### src/rtl/spi_pkg.sv
// Shared types and defaults for the SPI transaction arbiter.
package spi_pkg;

  typedef enum logic [2:0] {
    ST_IDLE,
    ST_GRANT,
    ST_LOAD,
    ST_FIRE,
    ST_WAIT_WORD,
    ST_WAIT_END,
    ST_RELEASE
  } state_t;

  localparam int WORD_LEN_DEF    = 8;
  localparam int TIMEOUT_CYC_DEF = 4096;
  localparam int CNT_W           = 5;

endpackage

### src/rtl/rr_select.sv
// Combinational round-robin pick: first active request strictly above ptr_i, wrapping.
module rr_select #(
  parameter int NUM_REQ = 2,
  parameter int IDX_W   = 1
) (
  input  logic [NUM_REQ-1:0] req_i,
  input  logic [IDX_W-1:0]   ptr_i,
  output logic [IDX_W-1:0]   win_o,
  output logic               any_o
);

  always_comb begin
    win_o = ptr_i;
    any_o = |req_i;
    // Walk from farthest to nearest so the nearest active requester wins.
    for (int off = NUM_REQ; off >= 1; off--) begin
      if (req_i[(int'(ptr_i) + off) % NUM_REQ]) begin
        win_o = IDX_W'((int'(ptr_i) + off) % NUM_REQ);
      end
    end
  end

endmodule

### src/rtl/spi_txn_arbiter.sv
// Shares one SPI engine between NUM_REQ requesters; sequences send words, then
// receive words, with a per-word timeout.
module spi_txn_arbiter
  import spi_pkg::*;
#(
  parameter int NUM_REQ     = 2,
  parameter int WORD_LEN    = WORD_LEN_DEF,
  parameter int TIMEOUT_CYC = TIMEOUT_CYC_DEF
) (
  input  logic                     clk,
  input  logic                     rst,
  input  logic [NUM_REQ-1:0]       req,
  input  logic [CNT_W*NUM_REQ-1:0] req_num_send,
  input  logic [CNT_W*NUM_REQ-1:0] req_num_rcv,
  output logic [NUM_REQ-1:0]       grant,
  input  logic [WORD_LEN-1:0]      tx_data,
  input  logic                     tx_valid,
  output logic                     tx_ready,
  output logic [WORD_LEN-1:0]      rx_data,
  output logic                     rx_valid,
  output logic                     txn_done,
  output logic                     txn_err,
  output logic                     spi_process_next_word,
  output logic [WORD_LEN-1:0]      spi_data_word_send,
  output logic [CNT_W-1:0]         spi_num_word_send,
  output logic [CNT_W-1:0]         spi_num_word_rcv,
  input  logic                     spi_ready,
  input  logic                     spi_word_done,
  input  logic                     spi_transaction_done,
  input  logic [WORD_LEN-1:0]      spi_data_word_rcv
);

  localparam int IDX_W = (NUM_REQ > 2) ? 2 : 1;
  localparam int TMR_W = $clog2(TIMEOUT_CYC) + 1;

  state_t               state_q, state_d;
  logic [IDX_W-1:0]     ptr_q, ptr_d, win_q, win_d, rr_win;
  logic                 any_req;
  logic [NUM_REQ-1:0]   grant_q, grant_d;
  logic [CNT_W-1:0]     nsend_q, nsend_d, nrcv_q, nrcv_d;
  logic [CNT_W-1:0]     send_left_q, send_left_d, rcv_left_q, rcv_left_d;
  logic [CNT_W-1:0]     send_left_nxt, rcv_left_nxt, sel_send, sel_rcv;
  logic [TMR_W-1:0]     tmr_q, tmr_d;
  logic [WORD_LEN-1:0]  wsend_q, wsend_d, rx_data_q, rx_data_d;
  logic                 rx_valid_q, rx_valid_d, done_q, done_d, err_q, err_d;
  logic                 in_send, tmr_tc, tmr_expired;

  rr_select #(.NUM_REQ(NUM_REQ), .IDX_W(IDX_W)) u_rr (
    .req_i (req),
    .ptr_i (ptr_q),
    .win_o (rr_win),
    .any_o (any_req)
  );

  assign sel_send      = req_num_send[int'(win_q)*CNT_W +: CNT_W];
  assign sel_rcv       = req_num_rcv[int'(win_q)*CNT_W +: CNT_W];
  assign in_send       = |send_left_q;
  assign send_left_nxt = in_send ? send_left_q - 1'b1 : send_left_q;
  assign rcv_left_nxt  = (!in_send && |rcv_left_q) ? rcv_left_q - 1'b1 : rcv_left_q;
  // Compare one short so the error strobe lands TIMEOUT_CYC cycles after the trigger.
  assign tmr_tc        = (tmr_q == TMR_W'(TIMEOUT_CYC - 2));
  assign tmr_expired   = tmr_tc &&
                         ((state_q == ST_WAIT_WORD && !spi_word_done) ||
                          (state_q == ST_WAIT_END  && !spi_transaction_done));

  always_ff @(posedge clk or posedge rst) begin
    if (rst) state_q <= ST_IDLE;
    else     state_q <= state_d;
  end

  always_comb begin
    state_d = state_q;
    unique case (state_q)
      ST_IDLE:      if (any_req) state_d = ST_GRANT;
      ST_GRANT: begin
        if (sel_send != '0)     state_d = ST_LOAD;
        else if (sel_rcv != '0) state_d = ST_FIRE;
        else                    state_d = ST_RELEASE;
      end
      ST_LOAD:      if (tx_valid) state_d = ST_FIRE;
      ST_FIRE:      if (spi_ready) state_d = ST_WAIT_WORD;
      ST_WAIT_WORD: begin
        if (spi_word_done) begin
          if (send_left_nxt != '0)     state_d = ST_LOAD;
          else if (rcv_left_nxt != '0) state_d = ST_FIRE;
          else                         state_d = ST_WAIT_END;
        end else if (tmr_tc) begin
          state_d = ST_RELEASE;
        end
      end
      ST_WAIT_END:  if (spi_transaction_done || tmr_tc) state_d = ST_RELEASE;
      ST_RELEASE:   state_d = ST_IDLE;
      default:      state_d = ST_IDLE;
    endcase
  end

  always_comb begin
    tx_ready              = (state_q == ST_LOAD);
    spi_process_next_word = (state_q == ST_FIRE) && spi_ready;
  end

  always_comb begin
    ptr_d       = ptr_q;
    win_d       = win_q;
    grant_d     = grant_q;
    nsend_d     = nsend_q;
    nrcv_d      = nrcv_q;
    send_left_d = send_left_q;
    rcv_left_d  = rcv_left_q;
    tmr_d       = '0;
    wsend_d     = wsend_q;
    rx_data_d   = rx_data_q;
    rx_valid_d  = 1'b0;
    done_d      = 1'b0;
    err_d       = tmr_expired;
    if (state_q == ST_IDLE && any_req) begin
      win_d           = rr_win;
      grant_d         = '0;
      grant_d[rr_win] = 1'b1;
    end
    if (state_q == ST_GRANT) begin
      nsend_d     = sel_send;
      nrcv_d      = sel_rcv;
      send_left_d = sel_send;
      rcv_left_d  = sel_rcv;
    end
    if (state_q == ST_LOAD && tx_valid) wsend_d = tx_data;
    if (state_q == ST_WAIT_WORD || state_q == ST_WAIT_END) tmr_d = tmr_q + 1'b1;
    if (state_q == ST_WAIT_WORD && spi_word_done) begin
      send_left_d = send_left_nxt;
      rcv_left_d  = rcv_left_nxt;
      if (!in_send) begin
        rx_valid_d = 1'b1;
        rx_data_d  = spi_data_word_rcv;
      end
    end
    if (state_d == ST_RELEASE) begin
      grant_d = '0;
      done_d  = !tmr_expired;
    end
    if (state_q == ST_RELEASE) ptr_d = win_q;
  end

  always_ff @(posedge clk or posedge rst) begin
    if (rst) begin
      ptr_q       <= IDX_W'(NUM_REQ - 1);
      win_q       <= '0;
      grant_q     <= '0;
      nsend_q     <= '0;
      nrcv_q      <= '0;
      send_left_q <= '0;
      rcv_left_q  <= '0;
      tmr_q       <= '0;
      wsend_q     <= '0;
      rx_data_q   <= '0;
      rx_valid_q  <= 1'b0;
      done_q      <= 1'b0;
      err_q       <= 1'b0;
    end else begin
      ptr_q       <= ptr_d;
      win_q       <= win_d;
      grant_q     <= grant_d;
      nsend_q     <= nsend_d;
      nrcv_q      <= nrcv_d;
      send_left_q <= send_left_d;
      rcv_left_q  <= rcv_left_d;
      tmr_q       <= tmr_d;
      wsend_q     <= wsend_d;
      rx_data_q   <= rx_data_d;
      rx_valid_q  <= rx_valid_d;
      done_q      <= done_d;
      err_q       <= err_d;
    end
  end

  assign grant              = grant_q;
  assign spi_num_word_send  = nsend_q;
  assign spi_num_word_rcv   = nrcv_q;
  assign spi_data_word_send = wsend_q;
  assign rx_data            = rx_data_q;
  assign rx_valid           = rx_valid_q;
  assign txn_done           = done_q;
  assign txn_err            = err_q;

endmodule

### config.mk
export PLATFORM = sky130hd
export DESIGN_NAME = spi_txn_arbiter
export DESIGN_NICKNAME = d
export VERILOG_FILES = /design/src/rtl/spi_pkg.sv /design/src/rtl/rr_select.sv /design/src/rtl/spi_txn_arbiter.sv
export SDC_FILE = /design/constraint.sdc
export NUM_CORES = 1
export LEC_CHECK = 0
export CAP_MARGIN = 0
export CORE_ASPECT_RATIO = 2
export CORE_MARGIN = 5
export CORE_UTILIZATION = 35
export DETAILED_ROUTE_END_ITERATION = 16
export PLACE_DENSITY = 0.57
export SLEW_MARGIN = 10
export SYNTH_ARGS = -nofsm -noshare
export SYNTH_HDL_FRONTEND = slang
export SYNTH_SLANG_ARGS = --single-unit
### constraint.sdc
create_clock -name clk -period 4.53 [get_ports clk]
set_input_delay 1.1325 -clock clk [delete_from_list [all_inputs] [get_ports clk]]
set_output_delay 1.1325 -clock clk [all_outputs]
set_load 0.03 [all_outputs]
### After elaboration in Yosys (flattened, before gate mapping)

Cells that the tools add are included.

* bits in registers: 59

* bitwise logic cells: 3
* equality and inequality tests: 8
* shift-type cells: 2
* multiply operators: 1
* reduce and logical (&&, ||, !) cells: 27
* order comparisons: 4
* add/subtract/negate cells: 5
* multiplexer cells: 33

Operators by type and width (number)
* $shiftx 10x32->5: 1
* $mux 3: 10
* $mux 5: 6
* $reduce_bool 5->1: 4
* $pmux 3 s6: 1
* $add 13x1->13 const B: 1
* $eq 13x12->1 const B: 1
* $mux 13: 1
* $eq 3x3->1 const B: 4
* $mux 1: 12
* $reduce_or 5->1: 2
* $shiftx 10x5->5: 1
* $sub 5x1->5 const B: 2
* $logic_and 1x1->1: 9
* $eq 3x2->1 const B: 2
* $lt 2x3->1 const B: 2
* $logic_not 1->1: 4
* $mul 1x3->4 const B: 1
* $mux 2: 2
* $reduce_bool 2->1: 2
* $eq 3x1->1 const B: 1
* $logic_not 3->1: 1
* $logic_or 1x1->1: 3
* $add 1x1->1 const B: 2
* 7 further kinds: 8

### Longest topological paths before layout

* depth after elaboration: 13
* gate-level depth with buffers: 10

### Modules after synthesis

Synthesis repeated with hierarchy kept, for this count alone.

* cells, all modules: 282
* area, all modules: 2992.9 sq um

By module, submodules not included
* spi_txn_arbiter: area an instance 2972.9 sq um, sequential area each 1477.7 sq um, times used 1, cells each 279
* rr_select: area an instance 20.0 sq um, sequential area each 0.0 sq um, times used 1, cells each 3

### Least setup slack after synthesis

OpenSTA, ideal clock, no wires.

* kind: input port to output port
* from: input port spi_ready
* to: output port spi_process_next_word
* path slack: 1902 ps
* data required time: 3398 ps
* stages: 1
* data arrival time: 1496 ps
* path buffers: 0
* cells stage by stage: and4b_1

* cells in the longest elaborated chain, start to end: 1

RTL lines
* start, declared: RTL line spi_txn_arbiter.sv:27 `input logic spi_ready,`
* $logic_and 1x1->1: RTL line spi_txn_arbiter.sv:99 `spi_process_next_word = (state_q == ST_FIRE) && spi_ready;`
* end, declared: RTL line spi_txn_arbiter.sv:23 `output logic spi_process_next_word,`

No other way between the ends.

### Worst setup path in the final report

Same ends and word-level chain as after synthesis.

==> impl_summary.md <==
Setup path
The required time of the critical path is 3.40 ns. The number of buffers and inverters on the critical path is 2. The critical path goes through clkdlybuf4s50_1, and4b_1, clkdlybuf4s50_1. Among the stages of the critical path, the cell type that occurs most often is clkdlybuf4s50_1. The reg-to-reg setup timing slack is 1.85 ns. The setup path with the least slack is of type in2out.

Of all nets on the critical path, the largest fanout is 3. The longest individual stage delay on the worst path is 0.67 ns. The number of logic stages on the critical path including buffering is 3. Measured in cells, the most critical reg-to-reg path has a length of 9. For the worst setup path, the data arrival time is 2.52 ns. The startpoint type of the worst setup path is an input port. The category of cells accounting for the largest share of critical-path delay is buffers and inverters. The sort of element at the end of the critical path is an output port. The cell with the largest stage delay on the worst path is clkdlybuf4s50_1. In this run the critical register-to-register path is launched from send_left_q[0]. The critical path starts at spi_ready.

Place
The number of buffer cells added on primary ports is 76. The estimated wirelength of the detail-placed design is 6322 um. The post-place setup slack is 0.8799 ns. Routability-driven placement finished with a final weighted congestion of 0.7919.

Hold path
Counting instances, the worst hold path has a depth of 1. In this run the most critical hold path is launched from spi_num_word_send[3]. The worst min-delay path category is reg2reg.

Global routing
Entering global routing, the biggest net connects 47 pins. The number of global-route vias before repair is 2664. Global routing consumed, over all layers together, 16.45% of the routing resources.

The initial antenna violation count was 0. The first global-routing pass estimated 13100 um of wire. Global routing finished with a remaining overflow of 0.

Yosys
After synthesis the cells add up to 0.003024 mm^2. The share of synthesized area in the top cell type comes to 47.99%. After synthesis, flip-flops and latches occupy 48.86% of the total area. The proportion of register bits with asynchronous set or reset after synthesis is 100.0%.

Of the total synthesized cell area, the portion taken by full adders, half adders and majority gates is 1.655%. Summing the areas of all compound-gate instances in the mapped netlist gives 13.28% of the synthesized area. The main flop type after synthesis is dfrtp_1. For this run, the number of Yosys warnings is 0. After Yosys synthesis, and, or, nand and nor cells account for 20.60% of the synthesized area.

In the synthesized netlist, the number of instances is 301. Ranked by total cell area, the synthesized netlist is headed by dfrtp_1 48%, mux2_2 6.3%, nor2_1 4.8%. The biggest area consumer among synthesized cells is dfrtp_1. In the synthesized netlist, mux cells make up 9.640% of the area. In this run, synthesis produced a sequential element count of 59. Yosys mapped a number of flops with a built-in enable equal to 0. The number of nets produced by synthesis is 349. The number of library cell types mapped by synthesis is 56. The post-synthesis share of cell area spent on xor and xnor gates is 2.607%. The combinational family with the most area after synthesis is simple AND/OR/NAND/NOR gates. Averaged over all synthesized cells, the footprint is 10.05 um^2.

Timing
The relative slew slack is 33.20%. The worst-case clock skew is 0.006405 ns. For the pin with the worst max-slew slack, the measured transition is 1.001 ns. The count of endpoints failing hold in the final timing report is 0.

The share of the clock period used by the worst path after layout is 80.57%. Adding up every negative setup slack in the final design gives 0 ns. The final count of pins violating max slew is 0.

For the finished layout, the period the worst path requires is 3.650 ns. The fmax is 274.0 MHz. Setup repair after global routing left no endpoint under its margin. The number of endpoints failing setup at the final stage is 0. The worst setup margin is 0.8802 ns.

Clocking
The post-cts gate resize count is 0. Buffers inserted to repair hold after CTS numbered 0. The clock-pin transition on the worst setup and hold timing paths is 0.05 ns. The clock sink count is 59.

The H-tree was split into 3 levels. The clock tree from TritonCTS is yes. The latest clock arrival within the worst-skew pair is 0.33 ns.

The cell chosen for the clock root is clkbuf_16. Buffers added to address setup during post-CTS repair amount to 0. Counting along the longest clock path gives a buffer depth of 2. The clock buffer count from CTS is 9.

Finish
The fraction of final layout cells sized beyond drive strength 1 is 13.09%. The area growth from synthesis to layout is 37.82%. 0 antenna diodes ended up in the layout. In the layout the commonest cells are 76 x clkdlybuf4s50_1, 58 x dfrtp_1, 39 x nor2_1. The library cell used most frequently in the layout, excluding fill and tap cells, is clkdlybuf4s50_1. In the final design database the tool counted 425 nets.

Fill cells in the final layout number 827. At the end of the flow the core is filled with cells to 48.87%.

Floorplanning
The number of top-level pins is 77. The horizontal extent of the die is 75.73 um. The total die area is 0.01071 mm^2. The standard-cell row count is 48. The placeable core region is 0.008528 mm^2. The height of the chip is 141.5 um. The initial utilization of the core area, before any placement, comes to 35.46%.

Route
For this run, design rule violations remaining after detail routing come to 0. The detailed-routing iteration count for the pre-antenna-repair pass is 4. The detail-routed net length per standard cell is 17.12 um.

In the routed layout, each cell is associated on average with a via count of 5.307. The final layout contains routed wiring with a total length of 8250 um. The detail route stage leaves a number of antenna-violating nets equal to 0.

The first routing iteration left 88 violations. The overall via count from detail_route is 2558.

Pwr
The maximum VDD drop is 0.0003087 V. The power density over cell area is 662.9 mW/mm^2. In this run the static leakage power is 1.790 nW.

Status
The run finished with clean final reports.

Flow run
The max-cap check violation count is 0.
[path summary, 6_finish.rpt]
check,to
min reg2reg,spi_num_word_send[3]
min,spi_num_word_send[3]
min in group asynchronous,spi_num_word_send[4]
max reg2reg,grant[0]
max in group asynchronous,spi_data_word_send[5]
max,spi_process_next_word
[registers in the layout, indices dropped and copies added, names as in the netlist, 2 cells and up]
| register | cells |
|---|---|
| spi_num_word_rcv | 5 |
| send_left_q | 5 |
| tmr_q | 13 |
| grant | 2 |
| spi_num_word_send | 5 |
| state_q | 3 |
| spi_data_word_send | 8 |
| rcv_left_q | 5 |
| rx_data | 8 |
[cell families (layout without fill, tap and decap cells)]
| kind of cell | count (synthesis) | in the layout |
|---|---|---|
| and+or+nand+nor | 118 | 118 |
| AOI/OAI and AO/OA | 60 | 60 |
| DFF | 59 | 59 |
| muxes | 27 | 27 |
| buffers and inverters | 24 | 105 |
| xor gates and xnor gates | 9 | 9 |
| adders and majority gates | 4 | 4 |
[Yosys cell counts, drive strengths merged (2+ instances only)]
master,number
nor4b,2
a221o,2
a21o,8
and4b,2
o21a,2
a21oi,19
nand3,12
a211oi,3
buf,5
nor4,2
dfrtp,58
mux2i,10
nand2b,4
a31oi,3
o221ai,2
nand4,6
nor3,6
or4b,3
nor2b,2
clkbuf,10
xor2,8
or4,3
nand2,21
nor3b,4
or3,4
mux2,17
inv,9
o21ai,12
nor2,39
a221oi,2
ha,4
and3,2
[layout make-up]
type	count	area [um^2]	share of cell area, %
Tap cell	100	125.1	3.002
Sequential cell	59	1478	35.45
Timing Repair Buffer	80	790.8	18.97
Inverter	9	33.78	0.8106
Clock buffer	11	242.7	5.824
Multi-Input combinational cell	218	1445	34.67
Clock inverter	5	52.55	1.261
[routing by layer]
layer	share of wire, %	track usage (%)
met3	4.2	4.255
met1	36	16.14
met4	2.9	7.742
met5	0	0
met2	57	30.32
[power by group]
part	leakage (nW)	total [W]	switching [W]	internal (W)
Combinational	0.894	0.00118	0.000652	0.000532
Sequential	0.750	0.000904	0.000196	0.000707
Clock	0.145	0.000676	0.000239	0.000437
Total	1.79	0.00276	0.00109	0.00168
[metrics by stage]
stage	instances	total power [W]	hold WS (ns)	instance area, um^2
2_1_floorplan	301	0.001669	0.4671	3024
3_3_place_gp	466	0.002088	0.4630	3872
3_5_place_dp	466	0.002104	0.4696	3872
4_1_cts	482	0.002795	0.4819	4168
5_1_grt	482	0.002921	0.4921	4168
6_report	482	0.002763	0.4783	4168
(Power assumes the default switching activity.)
